[src/rtl/ondra_ps2_keymatrix.sv]
`default_nettype none
// ============================================================================
//  Module      : ondra_ps2_keymatrix
//  Description : PS/2 key events -> Ondra SPO186 10x5 keyboard matrix, with
//                joystick merge on column 9 and Ctrl+Alt+Del soft reset.
//  Revision    : 1.0  initial release
// ============================================================================
module ondra_ps2_keymatrix #(
  parameter int NCOLS = 10,
  parameter int NROWS = 5
) (
  input  logic             clk_sys,
  input  logic             reset,
  input  logic [10:0]      ps2_key,
  input  logic [NROWS-1:0] joy,
  input  logic [3:0]       kb_col_sel,
  output logic [NROWS-1:0] kb_data,
  output logic             soft_reset_req,
  output logic [5:0]       keys_down
);

  localparam int         JOY_COL  = 9;
  localparam logic [5:0] MAX_KEYS = 6'd50;

  // Returns {valid, col[3:0], row[2:0]} for an {extended, scancode} pair.
  function automatic logic [7:0] keymap(input logic ext, input logic [7:0] code);
    logic [7:0] m;
    m = 8'h00;
    case ({ext, code})
      9'h01C: m = {1'b1, 4'd0, 3'd0};  // A
      9'h01B: m = {1'b1, 4'd0, 3'd1};  // S
      9'h023: m = {1'b1, 4'd0, 3'd2};  // D
      9'h02B: m = {1'b1, 4'd0, 3'd3};  // F
      9'h034: m = {1'b1, 4'd0, 3'd4};  // G
      9'h016: m = {1'b1, 4'd1, 3'd0};  // 1
      9'h01E: m = {1'b1, 4'd1, 3'd1};  // 2
      9'h026: m = {1'b1, 4'd1, 3'd2};  // 3
      9'h025: m = {1'b1, 4'd1, 3'd3};  // 4
      9'h02E: m = {1'b1, 4'd1, 3'd4};  // 5
      9'h015: m = {1'b1, 4'd2, 3'd0};  // Q
      9'h01D: m = {1'b1, 4'd2, 3'd1};  // W
      9'h024: m = {1'b1, 4'd2, 3'd2};  // E
      9'h02D: m = {1'b1, 4'd2, 3'd3};  // R
      9'h02C: m = {1'b1, 4'd2, 3'd4};  // T
      9'h045: m = {1'b1, 4'd3, 3'd0};  // 0
      9'h046: m = {1'b1, 4'd3, 3'd1};  // 9
      9'h03E: m = {1'b1, 4'd3, 3'd2};  // 8
      9'h03D: m = {1'b1, 4'd3, 3'd3};  // 7
      9'h036: m = {1'b1, 4'd3, 3'd4};  // 6
      9'h04D: m = {1'b1, 4'd4, 3'd0};  // P
      9'h044: m = {1'b1, 4'd4, 3'd1};  // O
      9'h043: m = {1'b1, 4'd4, 3'd2};  // I
      9'h03C: m = {1'b1, 4'd4, 3'd3};  // U
      9'h035: m = {1'b1, 4'd4, 3'd4};  // Y
      9'h04B: m = {1'b1, 4'd5, 3'd0};  // L
      9'h042: m = {1'b1, 4'd5, 3'd1};  // K
      9'h03B: m = {1'b1, 4'd5, 3'd2};  // J
      9'h033: m = {1'b1, 4'd5, 3'd3};  // H
      9'h066: m = {1'b1, 4'd5, 3'd4};  // Backspace
      9'h03A: m = {1'b1, 4'd6, 3'd0};  // M
      9'h031: m = {1'b1, 4'd6, 3'd1};  // N
      9'h032: m = {1'b1, 4'd6, 3'd2};  // B
      9'h175: m = {1'b1, 4'd6, 3'd3};  // Up arrow
      9'h02A: m = {1'b1, 4'd6, 3'd4};  // V
      9'h012: m = {1'b1, 4'd7, 3'd0};  // Left Shift
      9'h059: m = {1'b1, 4'd7, 3'd0};  // Right Shift
      9'h01A: m = {1'b1, 4'd7, 3'd1};  // Z
      9'h022: m = {1'b1, 4'd7, 3'd2};  // X
      9'h021: m = {1'b1, 4'd7, 3'd3};  // C
      9'h172: m = {1'b1, 4'd7, 3'd4};  // Down arrow
      9'h16B: m = {1'b1, 4'd8, 3'd0};  // Left arrow
      9'h174: m = {1'b1, 4'd8, 3'd1};  // Right arrow
      9'h029: m = {1'b1, 4'd8, 3'd2};  // Space
      9'h041: m = {1'b1, 4'd8, 3'd3};  // Comma
      9'h05A: m = {1'b1, 4'd8, 3'd4};  // Enter
      9'h076: m = {1'b1, 4'd9, 3'd0};  // Esc
      9'h00D: m = {1'b1, 4'd9, 3'd1};  // Tab
      9'h058: m = {1'b1, 4'd9, 3'd2};  // Caps Lock
      9'h04E: m = {1'b1, 4'd9, 3'd3};  // Minus
      9'h049: m = {1'b1, 4'd9, 3'd4};  // Period
      default: m = 8'h00;
    endcase
    return m;
  endfunction

  // Stage 0: strobe edge detect and event capture
  logic       strobe_ref_q, strobe_ref_d;
  logic       ev0_vld_q, ev0_vld_d;
  logic [9:0] ev0_key_q, ev0_key_d;

  // Stage 1: registered keymap lookup
  logic       ev1_vld_q, ev1_vld_d;
  logic       ev1_pressed_q, ev1_pressed_d;
  logic       ev1_ext_q, ev1_ext_d;
  logic [7:0] ev1_code_q, ev1_code_d;
  logic       map_vld_q, map_vld_d;
  logic [3:0] map_col_q, map_col_d;
  logic [2:0] map_row_q, map_row_d;
  logic [7:0] map_ent;

  // Stage 2: matrix, key count, modifiers
  logic [NCOLS-1:0][NROWS-1:0] matrix_q, matrix_d;
  logic [5:0]                  keys_down_q, keys_down_d;
  logic                        ctrl_l_q, ctrl_l_d, ctrl_r_q, ctrl_r_d;
  logic                        alt_l_q, alt_l_d, alt_r_q, alt_r_d;
  logic                        soft_reset_q, soft_reset_d;
  logic                        hit, old_bit;

  // Read path
  logic [NROWS-1:0] kb_data_q, kb_data_d;
  logic [NROWS-1:0] rd_bits;
  logic             rd_in_range;

  always_comb begin
    strobe_ref_d = ps2_key[10];
    ev0_vld_d    = (ps2_key[10] != strobe_ref_q);
    ev0_key_d    = ev0_vld_d ? ps2_key[9:0] : ev0_key_q;
  end

  always_comb begin
    map_ent       = keymap(ev0_key_q[8], ev0_key_q[7:0]);
    ev1_vld_d     = ev0_vld_q;
    ev1_pressed_d = ev0_key_q[9];
    ev1_ext_d     = ev0_key_q[8];
    ev1_code_d    = ev0_key_q[7:0];
    map_vld_d     = ev0_vld_q & map_ent[7];
    map_col_d     = map_ent[6:3];
    map_row_d     = map_ent[2:0];
  end

  always_comb begin
    matrix_d = matrix_q;
    hit      = 1'b0;
    old_bit  = 1'b0;
    for (int c = 0; c < NCOLS; c++) begin
      for (int r = 0; r < NROWS; r++) begin
        if (map_vld_q && (map_col_q == 4'(c)) && (map_row_q == 3'(r))) begin
          hit            = 1'b1;
          old_bit        = matrix_q[c][r];
          matrix_d[c][r] = ev1_pressed_q;
        end
      end
    end
    // Only a real bit transition moves the counter; repeats are no-ops.
    keys_down_d = keys_down_q;
    if (hit && (old_bit != ev1_pressed_q)) begin
      if (ev1_pressed_q) begin
        if (keys_down_q < MAX_KEYS) keys_down_d = keys_down_q + 6'd1;
      end else if (keys_down_q != 6'd0) begin
        keys_down_d = keys_down_q - 6'd1;
      end
    end
  end

  // Left and right modifiers tracked separately so releasing one side
  // does not drop the state while the other side is still held.
  always_comb begin
    ctrl_l_d     = ctrl_l_q;
    ctrl_r_d     = ctrl_r_q;
    alt_l_d      = alt_l_q;
    alt_r_d      = alt_r_q;
    soft_reset_d = 1'b0;
    if (ev1_vld_q) begin
      if (ev1_code_q == 8'h14) begin
        if (ev1_ext_q) ctrl_r_d = ev1_pressed_q;
        else           ctrl_l_d = ev1_pressed_q;
      end
      if (ev1_code_q == 8'h11) begin
        if (ev1_ext_q) alt_r_d = ev1_pressed_q;
        else           alt_l_d = ev1_pressed_q;
      end
      if (ev1_ext_q && (ev1_code_q == 8'h71) && ev1_pressed_q &&
          (ctrl_l_q || ctrl_r_q) && (alt_l_q || alt_r_q)) begin
        soft_reset_d = 1'b1;
      end
    end
  end

  always_comb begin
    rd_bits     = '0;
    rd_in_range = 1'b0;
    for (int c = 0; c < NCOLS; c++) begin
      if (kb_col_sel == 4'(c)) begin
        rd_in_range = 1'b1;
        rd_bits     = matrix_q[c];
        if (c == JOY_COL) rd_bits = rd_bits | joy;
      end
    end
    kb_data_d = rd_in_range ? ~rd_bits : '1;
  end

  always_ff @(posedge clk_sys) begin
    if (reset) begin
      strobe_ref_q  <= ps2_key[10];
      ev0_vld_q     <= 1'b0;
      ev0_key_q     <= '0;
      ev1_vld_q     <= 1'b0;
      ev1_pressed_q <= 1'b0;
      ev1_ext_q     <= 1'b0;
      ev1_code_q    <= '0;
      map_vld_q     <= 1'b0;
      map_col_q     <= '0;
      map_row_q     <= '0;
      matrix_q      <= '0;
      keys_down_q   <= '0;
      ctrl_l_q      <= 1'b0;
      ctrl_r_q      <= 1'b0;
      alt_l_q       <= 1'b0;
      alt_r_q       <= 1'b0;
      soft_reset_q  <= 1'b0;
      kb_data_q     <= '1;
    end else begin
      strobe_ref_q  <= strobe_ref_d;
      ev0_vld_q     <= ev0_vld_d;
      ev0_key_q     <= ev0_key_d;
      ev1_vld_q     <= ev1_vld_d;
      ev1_pressed_q <= ev1_pressed_d;
      ev1_ext_q     <= ev1_ext_d;
      ev1_code_q    <= ev1_code_d;
      map_vld_q     <= map_vld_d;
      map_col_q     <= map_col_d;
      map_row_q     <= map_row_d;
      matrix_q      <= matrix_d;
      keys_down_q   <= keys_down_d;
      ctrl_l_q      <= ctrl_l_d;
      ctrl_r_q      <= ctrl_r_d;
      alt_l_q       <= alt_l_d;
      alt_r_q       <= alt_r_d;
      soft_reset_q  <= soft_reset_d;
      kb_data_q     <= kb_data_d;
    end
  end

  assign kb_data        = kb_data_q;
  assign soft_reset_req = soft_reset_q;
  assign keys_down      = keys_down_q;

endmodule
`default_nettype wire

[config.mk]
export PLATFORM = sky130hd
export DESIGN_NAME = ondra_ps2_keymatrix
export DESIGN_NICKNAME = d
export VERILOG_FILES = /design/src/rtl/ondra_ps2_keymatrix.sv
export SDC_FILE = /design/constraint.sdc
export NUM_CORES = 1
export LEC_CHECK = 0
export CAP_MARGIN = 40
export CORE_ASPECT_RATIO = 1.5
export CORE_MARGIN = 5
export CORE_UTILIZATION = 43
export CTS_BUF_LIST = sky130_fd_sc_hd__clkbuf_8
export CTS_CLUSTER_DIAMETER = 40
export DETAILED_ROUTE_END_ITERATION = 16
export DONT_BUFFER_PORTS = 1
export SYNTH_ARGS = -nofsm -noshare
export SYNTH_HDL_FRONTEND = slang
export SYNTH_SLANG_ARGS = --single-unit
[constraint.sdc]
create_clock -name clk_sys -period 5.5 [get_ports clk_sys]
set_input_delay 1.1 -clock clk_sys [delete_from_list [all_inputs] [get_ports clk_sys]]
set_output_delay 1.1 -clock clk_sys [all_outputs]
set_load 0.02 [all_outputs]
[Yosys cells after proc, flatten, opt, wreduce, memory -nomap -nowiden]
Cells that the tools add are included.
Storage, ports and cells
  register bits after elaboration: 97
  word-level logic and storage cells: 360
  output and inout bits: 12
Operators by class
  muxes and demuxes: 125
  equality and inequality tests: 79
  reduce and logical (&&, ||, !) cells: 80
  add/sub/neg operators: 2
  order comparisons: 1
  bitwise gates (word level): 6
Operator list (count)
  $pmux W8 S50: 1
  $eq A9 B6 Y1 const B: 23
  $eq A9 B7 Y1 const B: 15
  $mux W1: 111
  $eq A9 B5 Y1 const B: 8
  $logic_and A1 B1 Y1: 65
  $mux W5: 10
  $eq A9 B9 Y1 const B: 4
  $eq A4 B3 Y1 const B: 8
  $mux W6: 3
  $eq A4 B2 Y1 const B: 4
  $eq A4 B4 Y1 const B: 4
  $eq A8 B5 Y1 const B: 2
  $reduce_and A3 Y1: 5
  $eq A9 B4 Y1 const B: 1
  $eq A4 B1 Y1 const B: 2
  $eq A8 B7 Y1 const B: 1
  $logic_not A4 Y1: 2
  $add A6 B1 Y6 const B: 1
  $eq A3 B2 Y1 const B: 2
  $lt A6 B6 Y1 const B: 1
  $reduce_bool A6 Y1: 1
  $reduce_or A2 Y1: 3
  $sub A6 B1 Y6 const B: 1
  other kinds (11): 15

[Depth between registers and ports, before layout]
  depth in word-level cells: 56
  depth in mapped cells: 12
  gate-level depth less buffers: 11

[Worst setup path after synthesis]
OpenSTA, ideal clock, no wires.
  path kind: reg2reg
  start point: register ev1_pressed_q
  end point: register keys_down_q[5], in the netlist keys_down[5]
  data required time: 5.379 ns
  path slack: 2.964 ns
  path buffers: 1
  cell stages (with the launch flop): 13
  setup time: 0.121 ns
  arrival time: 2.415 ns
  cell sequence: dfxtp_1 -> clkbuf_1 -> clkinv_1 -> ha_1 -> a21o_1 -> a21oi_1 -> nor2b_1 -> o21ai_0 -> nand2b_1 -> nand3_1 -> a21oi_1 -> a41o_1 -> mux2_4
Between the ends
  cells in the longest elaborated chain, start to end: 3
Ends and longest elaborated chain
  from (decl): line 93  | logic ev1_pressed_q, ev1_pressed_d;
  from (signal assigned): line 217  | ev1_pressed_q <= ev1_pressed_d;
  $ne A1 B1 Y1: line 146  | if (hit && (old_bit != ev1_pressed_q)) begin
  $logic_and A1 B1 Y1: line 146
  $reduce_and A3 Y1 (no line)
  to (signal assigned): line 224  | keys_down_q <= keys_down_d;
  to (decl): line 103  | logic [5:0] keys_down_q, keys_down_d;
Parallel ways exist; a longest one is shown, timed or not.
A chain may end at the register's enable or synchronous reset.

[Worst setup path after layout]
  start point: register map_row_q[1]
  end point: register keys_down_q[5], in the netlist keys_down[5]
Between the ends
  cells in the longest elaborated chain, start to end: 55
Ends and longest elaborated chain
  from (decl): line 98  | logic [2:0] map_row_q, map_row_d;
  from (signal assigned): line 222  | map_row_q <= map_row_d;
  $logic_not A3 Y1: line 137  | if (map_vld_q && (map_col_q == 4'(c)) && (map_row_q == 3'(r))) begin
  $logic_and A1 B1 Y1: line 137
  $mux W1 (50 in series): line 137
  $ne A1 B1 Y1: line 146
  $logic_and A1 B1 Y1 (*): line 146
  $reduce_and A3 Y1 (no line) (*)
Mark *: on every way between the ends. The rest lies on a longest branch, timed or not.

==> qor.csv <==
metric,value,unit
synth_top_cell_by_area,dfxtp_1,
clk_pin_slew,110,ps
reg2reg_depth,10,
grt_pass1_wl,29.7,mm
fill_cells,1408,
synth-edff-count,0,
post-route-min-period,3460,ps
syn_avg_cell_area,7.78,um2
grt_pass1_vias,5652,
r2r_end,keys_down[5]$_SDFFE_PP0P_,
syn_inst,779,
slowest_stage,dfxtp_1,
instances_no_fill,909,
async_reset_ff_frac,0,
whs_path_depth,1,
hold_viol,0,
holdCritPathClass,flop to flop,
setup_tns,0,ps
boundaryPins,34,
totalWireLength,18.4,mm
tightest_slew,864,ps
grt.overflow.total,0,
cts.htree.levels,3,
drive_above_1_share,0.0806,
placedCellCount,893,
setup_violations,0,
postRouteAntennaNets,0,
io_buffers,0,
cts_root_buffer,clkbuf_8,
cts_resized,0,
crit_start,map_row_q[1]$_SDFF_PP0_,
synth_area,6060,um2
synth_cell_type_count,86,
ctsHoldBuffers,0,
cts_tree,built,
power.total,1.49,mW
fin_crit_sh,0.629,
via_count,5868,
core_area,13900,um2
die_h,155,um
hold_ws,467,ps
power_density,237,nW/um2
antenna_found_initial,0,
synth.top_cells.by_area,"dfxtp_1 (32%), a21oi_1 (5.9%), nor2_1 (5.9%), o21ai_0 (5.0%), mux2i_1 (4.6%)",
nets,766,
critPathMaxStageDelay,650,ps
slew_headroom,0.423,
synth_top_area_share,0.321,
rsz0062_at_grt,false,
first_pass_iters,7,
drc,0,
ys_ff_latch,97,
setup.worst_path.class,flop to flop,
fin_util,0.452,
wl_per_cell,20.2,um
status,completed,
grt_max_degree,79,
critPathMaxFanout,19,
syn2layout_area_growth,3.94,%
drt-initial-drc-count,410,
start_util,0.435,
gp_congestion,0.965,
max_freq,289,MHz
post_cts_buffers,0,
synth_fp_nets,806,
required,5770,ps
cts.path.max_buffers,2,
leakage,2.05,nW
synth_ff_type,dfxtp_1,
clk_latency,380,ps
drv_cap,0,
fin_worst_skew,25.6,ps
clock_sinks,97,
track_usage,0.222,
vdd_drop_max,0.161,mV
die-area,16600,um2
hpwl,13.3,mm
rr_startpoint,map_row_q[1]$_SDFF_PP0_,
cp_cell_sequence,buf_4 > or3b_1 > o221ai_1 > nor4_1 > a21oi_1 > and4bb_1 > o2111ai_2 > a21oi_1 > a41o_1 > mux2_4,
regToRegSetupSlack,2040,ps
die_w,107,um
num_rows,53,
yosysSeqAreaShare,0.321,
end_kind,flop,
cp.arrival,3730,ps
post_drt_via_cell_ratio,6.46,
yosys_warnings,0,
cp-endpoint,keys_down[5]$_SDFFE_PP0P_,
cts_buffers,9,
worst_setup_path_start_kind,flop,
num_antenna_cells,0,
crit_top_cell,a21oi_1,
maxSlewViolCount,0,
[critical path: cells and delay by family (launching register included)]
family	cells	cell delay [ps]
DFF	1	650
and+or+nand+nor	3	1130
buffers and inverters	1	350
AOI/OAI and AO/OA	5	930
muxes	1	300
[sequential cells by signal, indices dropped and copies added, names as in the netlist, 3 cells and up]
signal / count
keys_down: 6
map_col_q: 4
map_row_q: 3
ev0_key_q: 10
kb_data: 5
ev1_code_q: 8
matrix_q: 50
[layout by cell type, fill, tap and decap left out, types with 6 or more instances in the layout]
master    instances
nor2_1           96
dfxtp_1          96
a21oi_1          72
o21ai_0          60
nand2_1          58
nand3_1          52
mux2i_1          28
nor2b_1          21
nor3_1           20
nand2b_1         14
a31oi_1          13
o22a_1           11
o22ai_1          10
o21ai_1           9
clkbuf_8          9
buf_4             8
o221ai_1          7
or3_1             6
[how the worst min path moves through the flow]
stage,from,endpoint
floorplan,ev1_code_q[5]$_SDFF_PP0_,soft_reset_req$_SDFF_PP0_
CTS,ev0_key_q[9]$_SDFFE_PP0P_,ev1_pressed_q$_SDFF_PP0_
finish,ev0_key_q[9]$_SDFFE_PP0P_,ev1_pressed_q$_SDFF_PP0_
global route,ev0_key_q[9]$_SDFFE_PP0P_,ev1_pressed_q$_SDFF_PP0_
detailed placement,ev0_key_q[9]$_SDFFE_PP0P_,ev1_pressed_q$_SDFF_PP0_
global placement,ev1_code_q[5]$_SDFF_PP0_,soft_reset_req$_SDFF_PP0_
[cell type report]
class,count,area (um2),share of cell area
multi-input combinational,616,3820,0.606
sequential,97,1940,0.309
tap,165,206,0.0328
clock buffer,9,124,0.0197
clock inverter,7,119,0.0189
timing repair buffer,8,60.1,0.00954
inverter,7,26.3,0.00417
[cell usage after synthesis, types with 5 or more instances]
cell type,number
a2111oi_0,5
a21oi_1,72
a22oi_1,5
a31oi_1,13
buf_1,6
buf_2,13
buf_4,5
clkbuf_1,33
dfxtp_1,97
inv_1,5
mux2i_1,28
mux4_2,5
nand2_1,58
nand2b_1,14
nand3_1,52
nand3b_1,5
nand4b_1,5
nor2_1,96
nor2b_1,21
nor3_1,20
nor4_1,5
o21ai_0,60
o21ai_1,9
o221ai_1,7
o22a_1,11
o22ai_1,10
or2_2,5
or3_1,6
xnor2_1,5
[power by group]
group	leakage, nW	switching [mW]	internal (mW)
registers	0.787	0.0419	0.721
logic	1.14	0.109	0.0621
clock network	0.122	0.287	0.270
total	2.05	0.438	1.05
[kinds of logic (layout without fill, tap and decap cells)]
group,count (synthesis),after routing,synth area share
flops,97,97,0.321
compound gates,239,239,0.253
fa+ha+maj,5,5,0.0116
mux,37,37,0.0729
simple gates,328,328,0.283
buf+inv,66,31,0.0492
xor+xnor,7,7,0.0101
[per-stage QoR]
step | area (um2) | setup WS, ps
final | 6300 | 2040
after global routing | 6300 | 1890
after CTS | 6300 | 2120
after detailed placement | 6050 | 2140
after global placement | 6050 | 2240
after floorplan | 6060 | 2960
[layer usage]
metal,up-vias,track usage,part of all wire
met4,0,0.110,0.043
met5,-,0,0
met3,57,0.0345,0.057
li1,2778,-,-
met2,267,0.395,0.51
met1,2766,0.256,0.39
(Power assumes the default switching activity.)
